File: config.mk
export PLATFORM = sky130hd
export DESIGN_NAME = btn_debounce
export DESIGN_NICKNAME = d
export VERILOG_FILES = /design/src/rtl/btn_debounce.sv
export SDC_FILE = /design/constraint.sdc
export NUM_CORES = 1
export LEC_CHECK = 0
export ABC_CLOCK_PERIOD_IN_PS = 3000
export BUFFER_PORTS_ARGS = -buffer_cell sky130_fd_sc_hd__buf_2
export CORE_AREA = 2 2 109 84
export CTS_CLUSTER_DIAMETER = 150
export DETAILED_ROUTE_END_ITERATION = 6
export DIE_AREA = 0 0 111 86
export HOLD_SLACK_MARGIN = 0.02
export PLACE_DENSITY = 0.59
export RECOVER_POWER = 50
export SLEW_MARGIN = 20
export SYNTH_ARGS = -nofsm -noshare
export SYNTH_HDL_FRONTEND = slang
export SYNTH_SLANG_ARGS = --single-unit
File: constraint.sdc
create_clock -name clk -period 3 [get_ports clk]
set_input_delay 0.6 -clock clk [delete_from_list [all_inputs] [get_ports clk]]
set_output_delay 0.6 -clock clk [all_outputs]
set_load 0.02 [all_outputs]
File: src/rtl/btn_debounce.sv
// Push-button conditioner: two-flop synchroniser, debounce FSM, registered
// level plus press/release/long-press strobes and a short-press mode toggle.
//
// state       | meaning
// ------------+---------------------------------------------------------
// IDLE        | button accepted as released, waiting for a high sample
// DEB_PRESS   | counting consecutive high samples before accepting press
// HELD        | press accepted, hold timer running toward long press
// DEB_RELEASE | counting consecutive low samples, hold timer still runs
module btn_debounce #(
    parameter int DEBOUNCE_CYCLES = 500_000,
    parameter int LONG_CYCLES     = 50_000_000,
    parameter int CNT_W           = 26
) (
    input  logic clk,
    input  logic rst,
    input  logic btn_in,
    output logic btn_level,
    output logic press_pulse,
    output logic release_pulse,
    output logic long_pulse,
    output logic mode_toggle
);

    localparam logic [CNT_W-1:0] DEB_LAST  = CNT_W'(DEBOUNCE_CYCLES - 1);
    localparam logic [CNT_W-1:0] HOLD_LAST = CNT_W'(LONG_CYCLES - 1);
    localparam logic [CNT_W-1:0] CNT_ONE   = CNT_W'(1);

    typedef enum logic [1:0] {
        IDLE        = 2'd0,
        DEB_PRESS   = 2'd1,
        HELD        = 2'd2,
        DEB_RELEASE = 2'd3
    } state_t;

    state_t           state, state_nxt;
    logic             sync1, sync2;
    logic [CNT_W-1:0] deb_cnt, deb_cnt_nxt;
    logic [CNT_W-1:0] hold_cnt, hold_cnt_nxt;
    logic             long_fired, long_fired_nxt;
    logic             level_nxt, toggle_nxt;
    logic             press_nxt, release_nxt, long_nxt;

    always_ff @(posedge clk) begin
        if (!rst) begin
            sync1         <= 1'b0;
            sync2         <= 1'b0;
            state         <= IDLE;
            deb_cnt       <= '0;
            hold_cnt      <= '0;
            long_fired    <= 1'b0;
            btn_level     <= 1'b0;
            press_pulse   <= 1'b0;
            release_pulse <= 1'b0;
            long_pulse    <= 1'b0;
            mode_toggle   <= 1'b0;
        end else begin
            sync1         <= btn_in;
            sync2         <= sync1;
            state         <= state_nxt;
            deb_cnt       <= deb_cnt_nxt;
            hold_cnt      <= hold_cnt_nxt;
            long_fired    <= long_fired_nxt;
            btn_level     <= level_nxt;
            press_pulse   <= press_nxt;
            release_pulse <= release_nxt;
            long_pulse    <= long_nxt;
            mode_toggle   <= toggle_nxt;
        end
    end

    always_comb begin
        state_nxt      = state;
        deb_cnt_nxt    = deb_cnt;
        hold_cnt_nxt   = hold_cnt;
        long_fired_nxt = long_fired;
        level_nxt      = btn_level;
        toggle_nxt     = mode_toggle;
        press_nxt      = 1'b0;
        release_nxt    = 1'b0;
        long_nxt       = 1'b0;

        // Hold timer keeps running through a release bounce so a glitch
        // cannot postpone the long press.
        if (state == HELD || state == DEB_RELEASE) begin
            if (hold_cnt != HOLD_LAST) begin
                hold_cnt_nxt = hold_cnt + CNT_ONE;
            end else if (!long_fired) begin
                long_nxt       = 1'b1;
                long_fired_nxt = 1'b1;
            end
        end

        case (state)
            IDLE: begin
                if (sync2) begin
                    state_nxt   = DEB_PRESS;
                    deb_cnt_nxt = CNT_ONE;
                end
            end
            DEB_PRESS: begin
                if (!sync2) begin
                    state_nxt = IDLE;
                end else if (deb_cnt == DEB_LAST) begin
                    state_nxt      = HELD;
                    level_nxt      = 1'b1;
                    press_nxt      = 1'b1;
                    hold_cnt_nxt   = '0;
                    long_fired_nxt = 1'b0;
                end else begin
                    deb_cnt_nxt = deb_cnt + CNT_ONE;
                end
            end
            HELD: begin
                if (!sync2) begin
                    state_nxt   = DEB_RELEASE;
                    deb_cnt_nxt = CNT_ONE;
                end
            end
            DEB_RELEASE: begin
                if (sync2) begin
                    state_nxt = HELD;
                end else if (deb_cnt == DEB_LAST) begin
                    state_nxt   = IDLE;
                    level_nxt   = 1'b0;
                    release_nxt = 1'b1;
                    if (!long_fired) begin
                        toggle_nxt = ~mode_toggle;
                    end
                end else begin
                    deb_cnt_nxt = deb_cnt + CNT_ONE;
                end
            end
            default: state_nxt = IDLE;
        endcase
    end

endmodule

==> flow_metrics.py, run 1 <==
metrics = {
    "outcome": {
        "status": "finished, final reports clean",
    },
    "clock_tree": {
        "cts_buffers": 9,
        "cts_buffer_depth": 2,
        "htree_levels": 3,
        "cts_resized": 0,
        "clock_latency_ns": 0.31,
        "cts-root-buf": "clkbuf_16",
        "cts_tree": "built",
        "cts.reportedPaths.clkPinSlew_ns": 0.05,
        "postCtsSetupBuffers": 0,
        "clkSinkCount": 62,
        "cts_hold_buf": 0,
    },
    "synthesis": {
        "synth_flop_cell": "dfxtp_1",
        "yosysSeqAreaShare": 0.426,
        "yosys_warnings": 0,
        "synth_edf_count": 0,
        "synth.cell_area_um2": 2910,
        "synth_area_leader_cell": "dfxtp_1",
        "synth_nets": 351,
        "synth_top_area_frac": 0.426,
        "synthTopCellsByArea": "dfxtp_1 43%, xor2_1 5.1%, nor2_1 5.0%",
        "ys_ff_latch": 62,
        "yosys.cell_types.count": 40,
        "synth.avg_cell_area_um2": 8.41,
        "ys_async_sr_fraction": 0,
        "synthCells": 346,
    },
    "routing": {
        "vias": 2439,
        "via_per_inst": 5.23,
        "detail-route-antenna-nets": 0,
        "drtPass1Iterations": 4,
        "drt-total-wl_mm": 6.17,
        "wl_per_cell_um": 13.2,
        "drt_iter0_drc": 110,
        "route.detailed.drc": 0,
    },
    "setup_path": {
        "crit_family": "simple AND/OR/NAND/NOR gates",
        "critPathLaunchType": "flop",
        "cp.arrival_ns": 2.69,
        "crit_type": "reg -> reg",
        "crit_path_max_incr_delay_ns": 0.67,
        "crit_chain": "xor2_2 > nand4_4 > or4_1 > or3_1 > a21oi_1",
        "crit_path_max_fanout": 13,
        "cp-end-kind": "flop",
        "crit_buf_inv": 0,
        "slowest_stage": "or4_1",
        "required_ns": 3.23,
    },
    "power_and_ir_drop": {
        "p_per_area_nw_per_um2": 535,
        "ir_worst_vdd_mv": 0.237,
        "p_leak_nw": 1.07,
        "finalPower_w": 0.00177,
    },
    "layout": {
        "final_cell_area_um2": 3300,
        "drive_above_1_share": 0.0531,
        "layout.filler_cells": 839,
        "area_growth_pct": 13.5,
        "antenna_cells": 0,
        "nNetsFinal": 360,
    },
    "floorplan": {
        "die_w_um": 111,
        "start_util": 0.347,
        "core_um2": 8380,
        "fp-row-count": 29,
        "die-area_um2": 9550,
        "die_h_um": 86,
        "io_pins": 8,
    },
    "placement": {
        "dp_hpwl_mm": 4.28,
        "dpl_cell_area_um2": 3060,
        "post-place-ws_ns": 0.583,
        "gp_congestion": 0.857,
        "portBuffers": 7,
    },
    "sta": {
        "setup_violations": 0,
        "finalCritPeriodShare": 0.817,
        "layout_min_cycle_time_ns": 2.45,
        "finalMaxSlewViolations": 0,
        "fin_ws_ns": 0.548,
        "worst_slew_pin_slew_ns": 1.06,
        "hold_violations": 0,
        "hold_slack_ns": 0.485,
        "fmax_mhz": 408,
        "fin_setup_tns_ns": 0,
        "slew_headroom": 0.296,
        "skew_ns": 0.00646,
        "rsz0062_at_grt": "false",
    },
    "min_path": {
        "hp-class": "reg -> reg",
    },
    "global_route": {
        "grtUsageTotal": 0.140,
        "grt-ovfl-total": 0,
        "grt_max_degree": 28,
        "grt_pass1_wl_mm": 10.9,
        "antenna_found_initial": 0,
        "grt_pass1_vias": 2219,
    },
    "job": {
        "maxCapViolations": 0,
    },
}
[report_power, final]
group / switching (W) / total [W] / internal, W
sequential: 0.00000419 / 0.000833 / 0.000828
clock: 0.000331 / 0.000899 / 0.000569
combinational: 0.0000260 / 0.0000337 / 0.00000771
[synthesized netlist by cell type, types with 3 or more instances]
master / count
and4_1: 9
nand4_1: 21
and2_1: 8
or4_1: 6
or3_1: 14
nand3_1: 19
nor4_1: 9
o31ai_1: 4
nor2_1: 39
xor2_1: 17
dfxtp_1: 62
nor3_1: 7
inv_1: 8
mux2i_1: 3
and3_1: 8
nand2_1: 23
nor4b_1: 4
xnor2_1: 10
clkbuf_1: 12
o21ai_0: 18
a21oi_1: 23
[kinds of logic after synthesis]
kind of cell             count (synthesis)  share of synthesized area
XOR/XNOR                                28                     0.0868
multiplexers                             3                     0.0103
AO/OA/AOI/OAI                           55                      0.107
buffers and inverters                   21                     0.0275
flip-flops                              62                      0.426
adder cells (fa/ha/maj)                  2                    0.00860
AND/OR/NAND/NOR                        175                      0.333
[state kept, by name, summed over array words and instances (netlist names), named ones only]
name / count
mode_toggle: 1
release_pulse: 1
sync1: 1
state: 1
btn_level: 1
long_pulse: 1
sync2: 1
hold_cnt: 26
long_fired: 1
press_pulse: 1
deb_cnt: 26
[final cells by class]
cell class / count / area, um^2 / share of cell area
multi-input cells: 263 / 1590 / 0.481
inverters: 8 / 30.0 / 0.00909
repair buffers: 11 / 50.0 / 0.0152
clock inverters: 2 / 10.0 / 0.00303
flip-flops and latches: 62 / 1240 / 0.376
well taps: 108 / 135 / 0.0409
clock buffers: 12 / 246 / 0.0746
[metal layers]
| metal | vias up | global-route usage | wire, um |
|---|---|---|---|
| met5 | - | 0 | 0 |
| met4 | 0 | 0.0477 | 56 |
| met3 | 4 | 0.0339 | 199 |
| met2 | 26 | 0.194 | 2410 |
| met1 | 1135 | 0.211 | 3510 |
| li1 | 1274 | - | - |
[path summary, 6_finish.rpt]
check | from | to | cells past startpoint | slack, ns
worst min-delay path | long_fired | long_pulse | 1 | 0.48
worst max-delay path | flop | deb_cnt[25] | 5 | 0.55
worst max register to register | flop | deb_cnt[25] | 5 | 0.55
worst min register to register | long_fired | long_pulse | 1 | 0.48
[cells in the final DEF, fill, tap and decap left out, drive strengths merged, types with 2 or more instances in the layout]
cell type,synthesis,layout
or4,6,6
nor4b,4,4
nor4,9,9
buf,1,3
clkinv,0,2
dfxtp,62,62
nor2b,2,2
clkbuf,12,20
nor3,7,7
nand4,22,22
o31ai,4,4
nor2,39,39
xnor2,10,10
a21oi,23,23
mux2i,3,3
nand2,23,23
xor2,18,18
o21a,2,2
inv,8,8
and2,8,8
and4,9,9
and3,8,8
nand3,19,19
ha,2,2
or3,14,14
o21ai,19,19
[metrics by stage]
stage	utilization	std cells
detailed placement	0.365	452
finish	0.394	466
CTS	0.396	466
global placement	0.365	452
global route	0.394	466
floorplan	-	346
(Power assumes the default switching activity.)
==> run 2: changes to the inputs <==
--- a/config.mk
+++ b/config.mk
@@ -5,12 +5,13 @@
 export SDC_FILE = /design/constraint.sdc
 export NUM_CORES = 1
 export LEC_CHECK = 0
-export ABC_CLOCK_PERIOD_IN_PS = 3000
+export ABC_AREA = 1
+export ABC_CLOCK_PERIOD_IN_PS = 2400
 export BUFFER_PORTS_ARGS = -buffer_cell sky130_fd_sc_hd__buf_2
-export CORE_AREA = 2 2 109 84
+export CORE_AREA = 2 2 122 94
 export CTS_CLUSTER_DIAMETER = 150
 export DETAILED_ROUTE_END_ITERATION = 6
-export DIE_AREA = 0 0 111 86
+export DIE_AREA = 0 0 124 96
 export HOLD_SLACK_MARGIN = 0.02
 export PLACE_DENSITY = 0.59
 export RECOVER_POWER = 50
==> constraint.sdc (replaced) <==
create_clock -name clk -period 2.4 [get_ports clk]
set_input_delay 0.48 -clock clk [delete_from_list [all_inputs] [get_ports clk]]
set_output_delay 0.48 -clock clk [all_outputs]
set_load 0.02 [all_outputs]
==> run 2 against run 1 <==
Effect of this change:
- synthesized area up 27%
- first-iteration DRC count rose to 2.7 times the previous value
- cell area up 23%
- largest cell class unchanged
- sequential share of layout area down 7.1 points
- highest routed layer unchanged
- clock skew up 0.0011 ns
- largest power group unchanged
- clock-buffer cell count up 2
==> flow_metrics.py, run 2 <==
metrics = {
    "layout": {
        "antenna_cells": 0,
        "final_common_cell": "nand2_1",
        "stdcell_count": 773,
        "nNetsFinal": 634,
        "layout.filler_cells": 1138,
        "reg_top3": "deb_cnt: 26 flops, hold_cnt: 26 flops",
        "drive_above_1_share": 0.0458,
        "final_cell_area_um2": 4080,
        "regArea_um2": 1240,
        "layout_common_cells": "179 x nand2_1, 155 x nor2_1, 80 x inv_1",
        "multi_input_area_um2": 1990,
        "fin_util": 0.380,
        "area_growth_pct": 10.6,
    },
    "placement": {
        "dpl_cell_area_um2": 3840,
        "place_inst": 758,
        "dp_hpwl_mm": 6.86,
        "portBuffers": 7,
        "gp_congestion": 0.911,
    },
    "setup_path": {
        "critPathLaunchType": "flop",
        "r2r_start": "deb_cnt[1]",
        "crit_type": "reg -> reg",
        "cp.arrival_ns": 2.26,
        "crit_path_max_fanout": 11,
        "crit_path_start": "deb_cnt[1]",
        "cp-end-kind": "flop",
        "required_ns": 2.57,
        "r2r_slack_ns": 0.31,
    },
    "global_route": {
        "grtUsageTotal": 0.169,
        "grt_pass1_wl_mm": 15.9,
        "grt-ovfl-total": 0,
        "antenna_found_initial": 0,
        "grt_max_degree": 24,
        "grt_pass1_vias": 3364,
    },
    "power_and_ir_drop": {
        "p_per_area_nw_per_um2": 574,
        "ir_worst_vdd_mv": 0.404,
        "p_leak_nw": 1.57,
    },
    "clock_tree": {
        "clkSinkCount": 62,
        "postCtsSetupBuffers": 0,
        "cts_hold_buf": 0,
        "htree_levels": 3,
        "cts_buffer_depth": 2,
        "clock_latency_ns": 0.32,
        "cts_tree": "built",
        "cts_resized": 0,
        "cts.reportedPaths.clkPinSlew_ns": 0.05,
        "cts_buffers": 9,
        "cts-root-buf": "clkbuf_16",
    },
    "floorplan": {
        "die_h_um": 96,
        "die_w_um": 124,
        "die-area_um2": 11900,
        "core_um2": 10700,
        "io_pins": 8,
        "start_util": 0.343,
        "fp-row-count": 33,
    },
    "synthesis": {
        "synth_area_leader_cell": "dfxtp_1",
        "synth.avg_cell_area_um2": 5.95,
        "yosys_warnings": 0,
        "synth_top_area_frac": 0.337,
        "synth_edf_count": 0,
        "ys_async_sr_fraction": 0,
        "synth.cell_area_um2": 3690,
        "yosysMostFrequentCell": "nand2_1",
        "synthCells": 619,
        "synthTopCellsByCount": "178 x nand2_1, 153 x nor2_1, 80 x inv_1",
        "synthTopCellsByArea": "dfxtp_1 34%, nand2_1 18%, nor2_1 16%",
        "yosysSeqAreaShare": 0.337,
        "yosys.cell_types.count": 31,
        "synth_flop_cell": "dfxtp_1",
        "ys_ff_latch": 62,
        "synth_nets": 624,
    },
    "routing": {
        "vias": 3700,
        "wl_per_cell_um": 11.9,
        "drtPass1Iterations": 5,
        "route.detailed.drc": 0,
        "drt_iter0_drc": 295,
        "drt-total-wl_mm": 9.24,
        "via_per_inst": 4.79,
        "detail-route-antenna-nets": 0,
    },
    "sta": {
        "worst_slew_pin_slew_ns": 0.775,
        "fin_setup_tns_ns": 0,
        "setup_violations": 0,
        "slew_headroom": 0.480,
        "rsz0062_at_grt": "false",
        "layout_min_cycle_time_ns": 2.09,
        "hold_violations": 0,
        "fmax_mhz": 478,
        "finalMaxSlewViolations": 0,
        "finalCritPeriodShare": 0.871,
        "skew_ns": 0.00756,
    },
    "outcome": {
        "status": "finished, final reports clean",
    },
    "job": {
        "maxCapViolations": 0,
    },
    "min_path": {
        "hp-class": "in -> reg",
        "min_from": "btn_in",
    },
}
[run 2: metrics by stage]
stage          total power, W  hold slack (ns)  setup slack [ns]
4_1_cts               0.00237            0.340             0.285
2_1_floorplan         0.00110            0.390             0.872
3_3_place_gp          0.00111            0.413             0.360
3_5_place_dp          0.00111            0.410             0.297
5_1_grt               0.00242            0.372             0.117
6_report              0.00234            0.345             0.309
[run 2: layer usage]
metal | wire [um] | GRT usage | part of all wire | up-vias
met5 | 0 | 0 | 0 | -
li1 | - | - | - | 1933
met3 | 445 | 0.0267 | 0.048 | 8
met4 | 120 | 0.0487 | 0.013 | 0
met1 | 4970 | 0.254 | 0.54 | 1664
met2 | 3700 | 0.247 | 0.40 | 95
[run 2: cell families after synthesis]
kind of cell / count (synthesis) / synth area share
AOI/OAI and AO/OA: 35 / 0.0530
xor gates and xnor gates: 7 / 0.0166
adders and majority gates: 2 / 0.00679
buffers and inverters: 98 / 0.115
DFF: 62 / 0.337
and+or+nand+nor: 415 / 0.472
[run 2: power breakdown]
group	internal, W	switching (W)
registers	0.00103	0.00000189
clock network	0.000827	0.000429
logic	0.00000985	0.0000403
[run 2: final timing paths]
path / endpoint / cells past startpoint
setup / recovery: hold_cnt[0] / 8
hold / removal: sync1 / 3
setup reg to reg: hold_cnt[0] / 8
hold reg to reg: sync2 / 2
[run 2: cell type report]
class,count,share of cell area
clock buffer,14,0.0623
clock inverter,1,0.00737
inverter,84,0.0780
multi-input combinational,459,0.488
sequential,62,0.304
tap,140,0.0430
timing repair buffer,13,0.0169
[run 2: critical path: stages, from the launching register on]
cell     delay (ns)
dfxtp_1        0.37
ha_1           0.21
nand2_1        0.12
inv_1          0.08
nand2_1        0.05
nor2_1         0.12
nand2_2        0.20
o21ai_1        0.67
nor3_1         0.11
